===== src/rtl/switch_pkt_feeder.sv =====
// Store-and-forward packet buffer feeding the switch input port.
// Only complete packets are released; oversize packets roll back.
module switch_pkt_feeder #(
   parameter int WORD_WIDTH = 8,
   parameter int FIFO_DEPTH = 64
) (
   input  logic                          clk,
   input  logic                          rst,
   input  logic                          in_valid,
   input  logic [WORD_WIDTH-1:0]         in_data,
   output logic                          in_ready,
   output logic                          sw_enable_in,
   output logic [WORD_WIDTH-1:0]         data_in,
   input  logic                          read_out,
   output logic [$clog2(FIFO_DEPTH):0]   pkt_count,
   output logic [$clog2(FIFO_DEPTH):0]   fifo_level,
   output logic                          drop_pulse
);

   localparam int AW = $clog2(FIFO_DEPTH);
   localparam int PW = AW + 1;
   localparam int IW = WORD_WIDTH + 2;
   localparam logic [PW-1:0] ONE_P = PW'(1);
   localparam logic [PW-1:0] DEPTH_P = PW'(FIFO_DEPTH);
   localparam logic [WORD_WIDTH-1:0] ONE_W = WORD_WIDTH'(1);
   localparam logic [IW-1:0] ONE_I = IW'(1);
   localparam logic [IW-1:0] TWO_I = IW'(2);

   typedef enum logic [2:0] {
      IN_DA, IN_SA, IN_LEN, IN_PAY, IN_DROP
   } in_st_e;

   typedef enum logic {
      IDLE, SEND
   } out_st_e;

   logic [WORD_WIDTH-1:0] mem_q [FIFO_DEPTH];

   in_st_e in_st_q, in_st_d;
   out_st_e out_st_q, out_st_d;
   logic [PW-1:0] wr_ptr_q, wr_ptr_d;
   logic [PW-1:0] commit_ptr_q, commit_ptr_d;
   logic [PW-1:0] rd_ptr_q, rd_ptr_d;
   logic [PW-1:0] pkt_q, pkt_d;
   logic [WORD_WIDTH-1:0] rem_q, rem_d;
   logic [WORD_WIDTH-1:0] olen_q, olen_d;
   logic [IW-1:0] idx_q, idx_d;
   logic drop_q, drop_d;
   logic alive_q;

   logic [PW-1:0] level_w;
   logic [WORD_WIDTH-1:0] rd_data_w;
   logic full_w, acc_w, oversize_w;
   logic we_w, commit_w, eop_w;

   assign level_w = wr_ptr_q - rd_ptr_q;
   assign full_w = (level_w == DEPTH_P);
   assign rd_data_w = mem_q[rd_ptr_q[AW-1:0]];
   assign oversize_w = (32'(in_data) + 32'd3) > 32'(FIFO_DEPTH);
   assign acc_w = in_valid && in_ready;

   assign fifo_level = level_w;
   assign pkt_count = pkt_q;
   assign drop_pulse = drop_q;
   assign sw_enable_in = (out_st_q == SEND);
   assign data_in = (out_st_q == SEND) ? rd_data_w : '0;

   // Host side can push while not full; discarded bytes always flow.
   always_comb begin
      in_ready = 1'b0;
      if (alive_q)
         in_ready = (in_st_q == IN_DROP) || !full_w;
   end

   // Input FSM: speculative writes, commit on last byte, rollback on oversize.
   always_comb begin
      in_st_d = in_st_q;
      wr_ptr_d = wr_ptr_q;
      commit_ptr_d = commit_ptr_q;
      rem_d = rem_q;
      drop_d = 1'b0;
      we_w = 1'b0;
      commit_w = 1'b0;
      if (acc_w) begin
         unique case (in_st_q)
            IN_DA: begin
               we_w = 1'b1;
               in_st_d = IN_SA;
            end
            IN_SA: begin
               we_w = 1'b1;
               in_st_d = IN_LEN;
            end
            IN_LEN: begin
               rem_d = in_data;
               if (oversize_w) begin
                  wr_ptr_d = commit_ptr_q;
                  drop_d = 1'b1;
                  in_st_d = (in_data == '0) ? IN_DA : IN_DROP;
               end else begin
                  we_w = 1'b1;
                  if (in_data == '0)
                     commit_w = 1'b1;
                  else
                     in_st_d = IN_PAY;
               end
            end
            IN_PAY: begin
               we_w = 1'b1;
               rem_d = rem_q - ONE_W;
               if (rem_q == ONE_W)
                  commit_w = 1'b1;
            end
            IN_DROP: begin
               rem_d = rem_q - ONE_W;
               if (rem_q == ONE_W)
                  in_st_d = IN_DA;
            end
            default: in_st_d = IN_DA;
         endcase
      end
      if (we_w)
         wr_ptr_d = wr_ptr_q + ONE_P;
      if (commit_w) begin
         commit_ptr_d = wr_ptr_d;
         in_st_d = IN_DA;
      end
   end

   // Output FSM: stream one committed packet, pop on read_out.
   always_comb begin
      out_st_d = out_st_q;
      rd_ptr_d = rd_ptr_q;
      idx_d = idx_q;
      olen_d = olen_q;
      eop_w = 1'b0;
      unique case (out_st_q)
         IDLE: begin
            idx_d = '0;
            if (pkt_q != '0)
               out_st_d = SEND;
         end
         SEND: begin
            if (read_out) begin
               rd_ptr_d = rd_ptr_q + ONE_P;
               idx_d = idx_q + ONE_I;
               if (idx_q == TWO_I)
                  olen_d = rd_data_w;
               if (idx_q == TWO_I)
                  eop_w = (rd_data_w == '0);
               else
                  eop_w = (idx_q == IW'(olen_q) + TWO_I);
               if (eop_w) begin
                  out_st_d = IDLE;
                  idx_d = '0;
               end
            end
         end
         default: out_st_d = IDLE;
      endcase
   end

   // Committed-packet count; commit and end-of-packet cancel out.
   always_comb begin
      pkt_d = pkt_q;
      if (commit_w && !eop_w)
         pkt_d = pkt_q + ONE_P;
      else if (eop_w && !commit_w)
         pkt_d = pkt_q - ONE_P;
   end

   // Buffer storage; contents are don't-care after reset.
   always_ff @(posedge clk) begin
      if (we_w)
         mem_q[wr_ptr_q[AW-1:0]] <= in_data;
   end

   // State and pointer registers.
   always_ff @(posedge clk) begin
      if (rst) begin
         in_st_q <= IN_DA;
         out_st_q <= IDLE;
         wr_ptr_q <= '0;
         commit_ptr_q <= '0;
         rd_ptr_q <= '0;
         pkt_q <= '0;
         rem_q <= '0;
         olen_q <= '0;
         idx_q <= '0;
         drop_q <= 1'b0;
         alive_q <= 1'b0;
      end else begin
         in_st_q <= in_st_d;
         out_st_q <= out_st_d;
         wr_ptr_q <= wr_ptr_d;
         commit_ptr_q <= commit_ptr_d;
         rd_ptr_q <= rd_ptr_d;
         pkt_q <= pkt_d;
         rem_q <= rem_d;
         olen_q <= olen_d;
         idx_q <= idx_d;
         drop_q <= drop_d;
         alive_q <= 1'b1;
      end
   end

endmodule


===== config.mk =====
export PLATFORM = sky130hd
export DESIGN_NAME = switch_pkt_feeder
export DESIGN_NICKNAME = d
export VERILOG_FILES = /design/src/rtl/switch_pkt_feeder.sv
export SDC_FILE = /design/constraint.sdc
export NUM_CORES = 1
export LEC_CHECK = 0
export CAP_MARGIN = 20
export CORE_MARGIN = 2
export CORE_UTILIZATION = 62
export CTS_BUF_LIST = sky130_fd_sc_hd__clkbuf_4
export DETAILED_ROUTE_END_ITERATION = 7
export PLACE_DENSITY = 0.86
export REMOVE_ABC_BUFFERS = 1
export SYNTH_ARGS = -nofsm -noshare
export SYNTH_HDL_FRONTEND = slang
export SYNTH_SLANG_ARGS = --single-unit

===== constraint.sdc =====
create_clock -name clk -period 8.05 [get_ports clk]
set_clock_uncertainty 0.2 [all_clocks]
set_input_delay 2.415 -clock clk [delete_from_list [all_inputs] [get_ports clk]]
set_output_delay 2.415 -clock clk [all_outputs]
set_load 0.05 [all_outputs]

-- Word-level counts from Yosys, hierarchy flattened
Memories as Yosys holds them, arrays and structs flattened. A register that Yosys moved wholly into a read port is not among the register bits.
Cells that the tools add are included.
- add/subtract/negate cells: 9
- $lt $le $gt $ge: 1
- eq/ne operators: 11
- mux-type cells: 40
- bitwise gates (word level): 4
- reduce and logical (&&, ||, !) cells: 21
- operator list (kind ; number):
    2-to-1 mux 7 bit ; 6
    adder 7 x 1 -> 7 bit, second input constant ; 3
    2-to-1 mux 10 bit ; 2
    case mux 10 bit (2 select lines) ; 1
    2-to-1 mux 1 bit ; 19
    adder 8 x 2 -> 9 bit, second input constant ; 2
    zero test 8 bit ; 2
    case mux 8 bit (2 select lines) ; 1
    case mux 3 bit (5 select lines) ; 1
    2-to-1 mux 3 bit ; 4
    2-to-1 mux 6 bit ; 2
    adder 10 x 1 -> 10 bit, second input constant ; 1
    equality test 10 x 2 -> 1 bit, second input constant ; 1
    equality test 10 x 9 -> 1 bit ; 1
    greater-than comparator 9 x 7 -> 1 bit, second input constant ; 1
    equality test 8 x 1 -> 1 bit, second input constant ; 1
    2-to-1 mux 8 bit ; 1
    subtractor 8 x 1 -> 8 bit, second input constant ; 1
    equality test 7 bit, second input constant ; 1
    nonzero test 7 bit ; 1
    subtractor 7 x 1 -> 7 bit, second input constant ; 1
    subtractor 7 bit ; 1
    equality test 3 x 2 -> 1 bit, second input constant ; 2
    case mux 1 bit (2 select lines) ; 3
    other kinds (16) ; 27
- flip-flop bits (word level): 60
- memory bits (writable): 512
- bits of input ports: 12
- output and inout bits: 25
- word-level logic and storage cells: 98
- memories kept: 1
- memory list (name ; depth ; width ; read ports ; clocked after Yosys merged registers in ; wr ports ; RTL line ; text):
    mem_q ; 64 ; 8 ; 1 ; 1 ; 1 ; 37 ; logic [WORD_WIDTH-1:0] mem_q [FIFO_DEPTH];

-- Logic depth before layout (Yosys ltp)
- word-level depth: 11
- depth in mapped cells: 24
- mapped depth without buffers: 21

-- Worst setup path before layout
No wires, ideal clock.
- path type: register to output
- start: reg wr_ptr_q[0]
- end: out in_ready
- data arrival time: 2.702 ns
- required time: 5.435 ns
- setup slack: 2.733 ns
- stages on the path, launching flop included: 10
- buffers on the path: 1
- cells stage by stage: dfxtp_1 clkbuf_1 inv_1 ha_1 inv_1 fa_1 xor2_1 nor4_1 o211ai_1 o31a_2
- word-level cells in the longest chain between the ends: 5
- ends and longest elaborated chain (item ; RTL line ; text):
    start, declared ; 41 ; logic [PW-1:0] wr_ptr_q, wr_ptr_d;
    start signal, assigned ; 195 ; wr_ptr_q <= wr_ptr_d;
    subtractor 7 bit ; 56 ; assign level_w = wr_ptr_q - rd_ptr_q;
    named net fifo_level[2] ; 16 ; output logic [$clog2(FIFO_DEPTH):0] fifo_level,
    equality test 7 bit ; 57 ; assign full_w = (level_w == DEPTH_P);
    zero test 1 bit ; 72 ; in_ready = (in_st_q == IN_DROP) || !full_w;
    logical OR 1 bit ; 72 ;
    2-to-1 mux 1 bit ; 71 ; if (alive_q)
    end, declared ; 11 ; output logic in_ready,
The timed path passes the listed nets, and every way through them passes these cells.

==> flow_metrics.py <==
metrics = {
    "floorplanning": {
        "num_io_pins": 37,
        "num_rows": 71,
        "start_util_pct": 63.3,
        "core_area_mm2": 0.0378,
        "dieHeight_um": 201,
        "die_outline_area_mm2": 0.0402,
        "fp.dieW_um": 201,
    },
    "logic_synthesis": {
        "synth_top_area_cell": "edfxtp_1",
        "ys_async_sr_fraction_pct": 0,
        "synth.yosys.warnings": 0,
        "synth.yosys.seq_area_share_pct": 69.7,
        "synth_cells": 1423,
        "post_synth_edffs": 512,
        "netlist.area_leader.share_pct": 64.2,
        "synthesis.area_mm2": 0.0239,
        "dominant_register_cell_in_the_synthesized_netlist": "edfxtp_1",
        "syn_avg_cell_area_um2": 16.8,
        "synthDistinctLibCells": 67,
        "yosys-top-cells-area": "edfxtp_1 (64%), mux4_2 (11%), dfxtp_1 (5.5%)",
        "yosys_register_bits": 578,
    },
    "finish": {
        "area_delta_synth_final_pct": 10.6,
        "finish.utilization_pct": 69.9,
        "layout.filler_cells": 2328,
        "share_of_layout_cells_above_drive_strength_1_pct": 24.1,
        "layout.nets": 1581,
        "layout_cell_area_excl_fill_mm2": 0.0265,
    },
    "timing": {
        "finalWorstPathRequiredPeriod_ns": 7.25,
        "max_slew.worst_pin.slew_ns": 1.13,
        "grt_setup_unrepaired": "no",
        "slew_headroom_pct": 24.6,
        "fin_tns_setup_ns": 0,
        "drv_slew": 0,
        "setup_violations": 0,
        "final.period_utilization_pct": 90.1,
        "maxClockFrequency_ghz": 0.138,
        "hold_viol": 0,
    },
    "cts": {
        "number_of_buffers_added_by_the_clock_tree_synthesis_step": 140,
        "clk_path_buf_depth": 3,
        "cts-htree-levels": 4,
        "worstSkewPairLatency_ns": 0.82,
        "clkSinkCount": 578,
        "clk_root_buffer_cell": "clkbuf_4",
        "cts.repair.resized": 0,
        "clk_pin_slew_ns": 0.07,
        "tritoncts": "yes",
        "post_cts_setup_bufs": 0,
        "ctsHoldBuffers": 0,
    },
    "place": {
        "hpwlAfterDp_mm": 34.4,
        "gp_congestion": 0.879,
        "place_area_mm2": 0.0247,
        "port_buffers": 36,
    },
    "setup_path": {
        "worst_ep_required_time_ns": 5.43,
        "crit_path_end_kind": "output port",
        "data_arrival_time_of_the_critical_path_ns": 4.64,
        "worstSetupPathType": "reg -> out",
        "setup.worst_path.end": "data_in[4]",
        "reg2reg_depth": 21,
        "critical_path_peak_fanout": 39,
        "cp-start-kind": "flop",
        "r2r_end": "pkt_count[6]",
        "reg2reg_slack_ns": 2.03,
    },
    "min_path": {
        "worst_hold_path.num_cells": 1,
        "min-delay-path-class": "reg -> reg",
    },
    "routing": {
        "drt-vias-per-instance": 6.49,
        "wl_per_cell_um": 25.6,
        "route.detailed.drc": 1,
        "drtAntennaViolNets": 0,
        "routed_wl_mm": 55.3,
        "via_count": 14100,
        "count_of_tritonroute_iterations_in_the_first_routing_pass": 8,
        "detail_route.iter0.violations": 1716,
    },
    "global_route": {
        "track_usage_pct": 28.0,
        "first_global_vias": 14200,
        "grt_pass1_wl_mm": 83.9,
        "globalRoute.totalOverflow": 0,
        "grt_start_max_net_pins": 68,
        "antenna_found_initial": 1,
    },
    "run_status": {
        "violations": "design-rule violations",
        "status": "complete, but fails checks",
    },
    "run": {
        "cap_violations": 0,
    },
    "power": {
        "p_leak_nw": 8.34,
        "power.density_cell_area_mw_per_mm2": 217,
        "vdd_drop_max_uv": 158,
    },
}
-- state kept, by name, summed over array words and instances, names as in the netlist, 3 cells and up, named ones only --
register / flops
pkt_count: 7
rd_ptr_q: 7
rem_q: 8
in_st_q: 3
wr_ptr_q: 7
mem_q: 512
idx_q: 10
commit_ptr_q: 7
olen_q: 8
-- report_power, final --
| group | switching, W | total [W] | internal (W) |
|---|---|---|---|
| Sequential | 0.00000743 | 0.00327 | 0.00326 |
| Clock | 0.00113 | 0.00235 | 0.00123 |
| Combinational | 0.0000994 | 0.000129 | 0.0000294 |
| Total | 0.00123 | 0.00575 | 0.00452 |
-- critical path, cell delays in order, from the launching register on --
cell and delay (ns):
dfxtp_4 0.77, buf_12 0.37, buf_12 0.25, mux4_2 0.26, mux2i_1 0.07, a22oi_1 0.19
o21ai_0 0.22, o21ai_0 0.61, and2_1 0.23, clkdlybuf4s50_1 0.80
-- cell usage after synthesis, drive strengths merged, types with 15 or more instances --
master and n:
edfxtp 512, nor2 131, mux4 117, dfxtp 66
mux2i 58, nand2 52, a21oi 42, buf 40
o21ai 38, clkbuf 33, nand3 28, inv 25
nor3 20, xnor2 20, ha 19, nor2b 19
nand2b 16, and2 15
-- per-layer routing --
| metal | GRT usage (%) | share of wire (%) | wire, µm | vias to the layer above |
|---|---|---|---|---|
| li1 | - | - | - | 5967 |
| met1 | 36.4 | 36 | 20000 | 6953 |
| met2 | 45.0 | 49 | 27200 | 954 |
| met3 | 7.48 | 11 | 5850 | 178 |
| met4 | 12.6 | 4.2 | 2350 | 0 |
| met5 | 0 | 0 | 0 | - |
-- final cells by class --
type,count,area (µm²),area share [%]
Antenna cell,1,2.50,0.00945
Clock buffer,204,1530,5.79
Clock inverter,42,218,0.822
Inverter,25,93.8,0.355
Multi-Input combinational cell,747,6740,25.5
Sequential cell,578,16700,63.1
Tap cell,511,639,2.42
Timing Repair Buffer,56,541,2.04
-- metrics by stage --
step                hold WS (ns)  std cells  worst slack (ns)  power (W)
global route               0.314       2164             0.561    0.00594
global placement           0.254       1915              1.71    0.00345
floorplan                  0.240       1350            -0.961    0.00338
CTS                        0.282       2161             0.780    0.00577
detailed placement         0.269       1915              1.60    0.00346
finish                     0.283       2164             0.797    0.00575
-- logic make-up (layout without fill, tap and decap cells) --
| kind of cell | Yosys count | in the layout | synth area share (%) |
|---|---|---|---|
| flops | 578 | 578 | 69.7 |
| simple gates | 330 | 330 | 6.66 |
| mux | 189 | 189 | 14.1 |
| compound gates | 176 | 176 | 5.06 |
| buf+inv | 98 | 327 | 2.11 |
| xor+xnor | 31 | 31 | 1.17 |
| fa+ha+maj | 21 | 21 | 1.16 |
| other cells | 0 | 1 | 0 |
-- cell usage in the layout, fill, tap and decap left out, types with 7 or more instances in the layout --
cell type,Yosys,routed
a211oi_1,10,10
a21oi_1,41,41
a221oi_1,7,7
a22o_1,9,9
a22oi_1,13,13
and2_1,15,15
buf_2,17,9
buf_4,13,14
clkbuf_4,0,204
clkdlybuf4s50_1,0,27
clkinv_1,0,29
dfxtp_1,66,63
edfxtp_1,512,512
ha_1,19,19
inv_1,25,25
mux2_2,14,14
mux2i_1,58,58
mux4_2,117,117
nand2_1,52,52
nand2b_1,16,16
nand3_1,28,28
nand4_1,11,11
nor2_1,131,131
nor2b_1,19,19
nor3_1,19,19
nor4_1,11,11
o21ai_0,38,38
or3_1,7,7
xnor2_1,20,20
xor2_1,10,10
-- worst min-delay path by stage --
stage / startpoint / slack, ns / end
6_report: commit_ptr_q[1] / 0.28 / commit_ptr_q[1]
5_1_grt: commit_ptr_q[0] / 0.31 / commit_ptr_q[0]
4_1_cts: commit_ptr_q[6] / 0.28 / commit_ptr_q[6]
3_5_place_dp: commit_ptr_q[1] / 0.27 / commit_ptr_q[1]
3_3_place_gp: commit_ptr_q[6] / 0.25 / commit_ptr_q[6]
2_1_floorplan: commit_ptr_q[6] / 0.24 / commit_ptr_q[6]
Power figures use the tool's default switching activity.
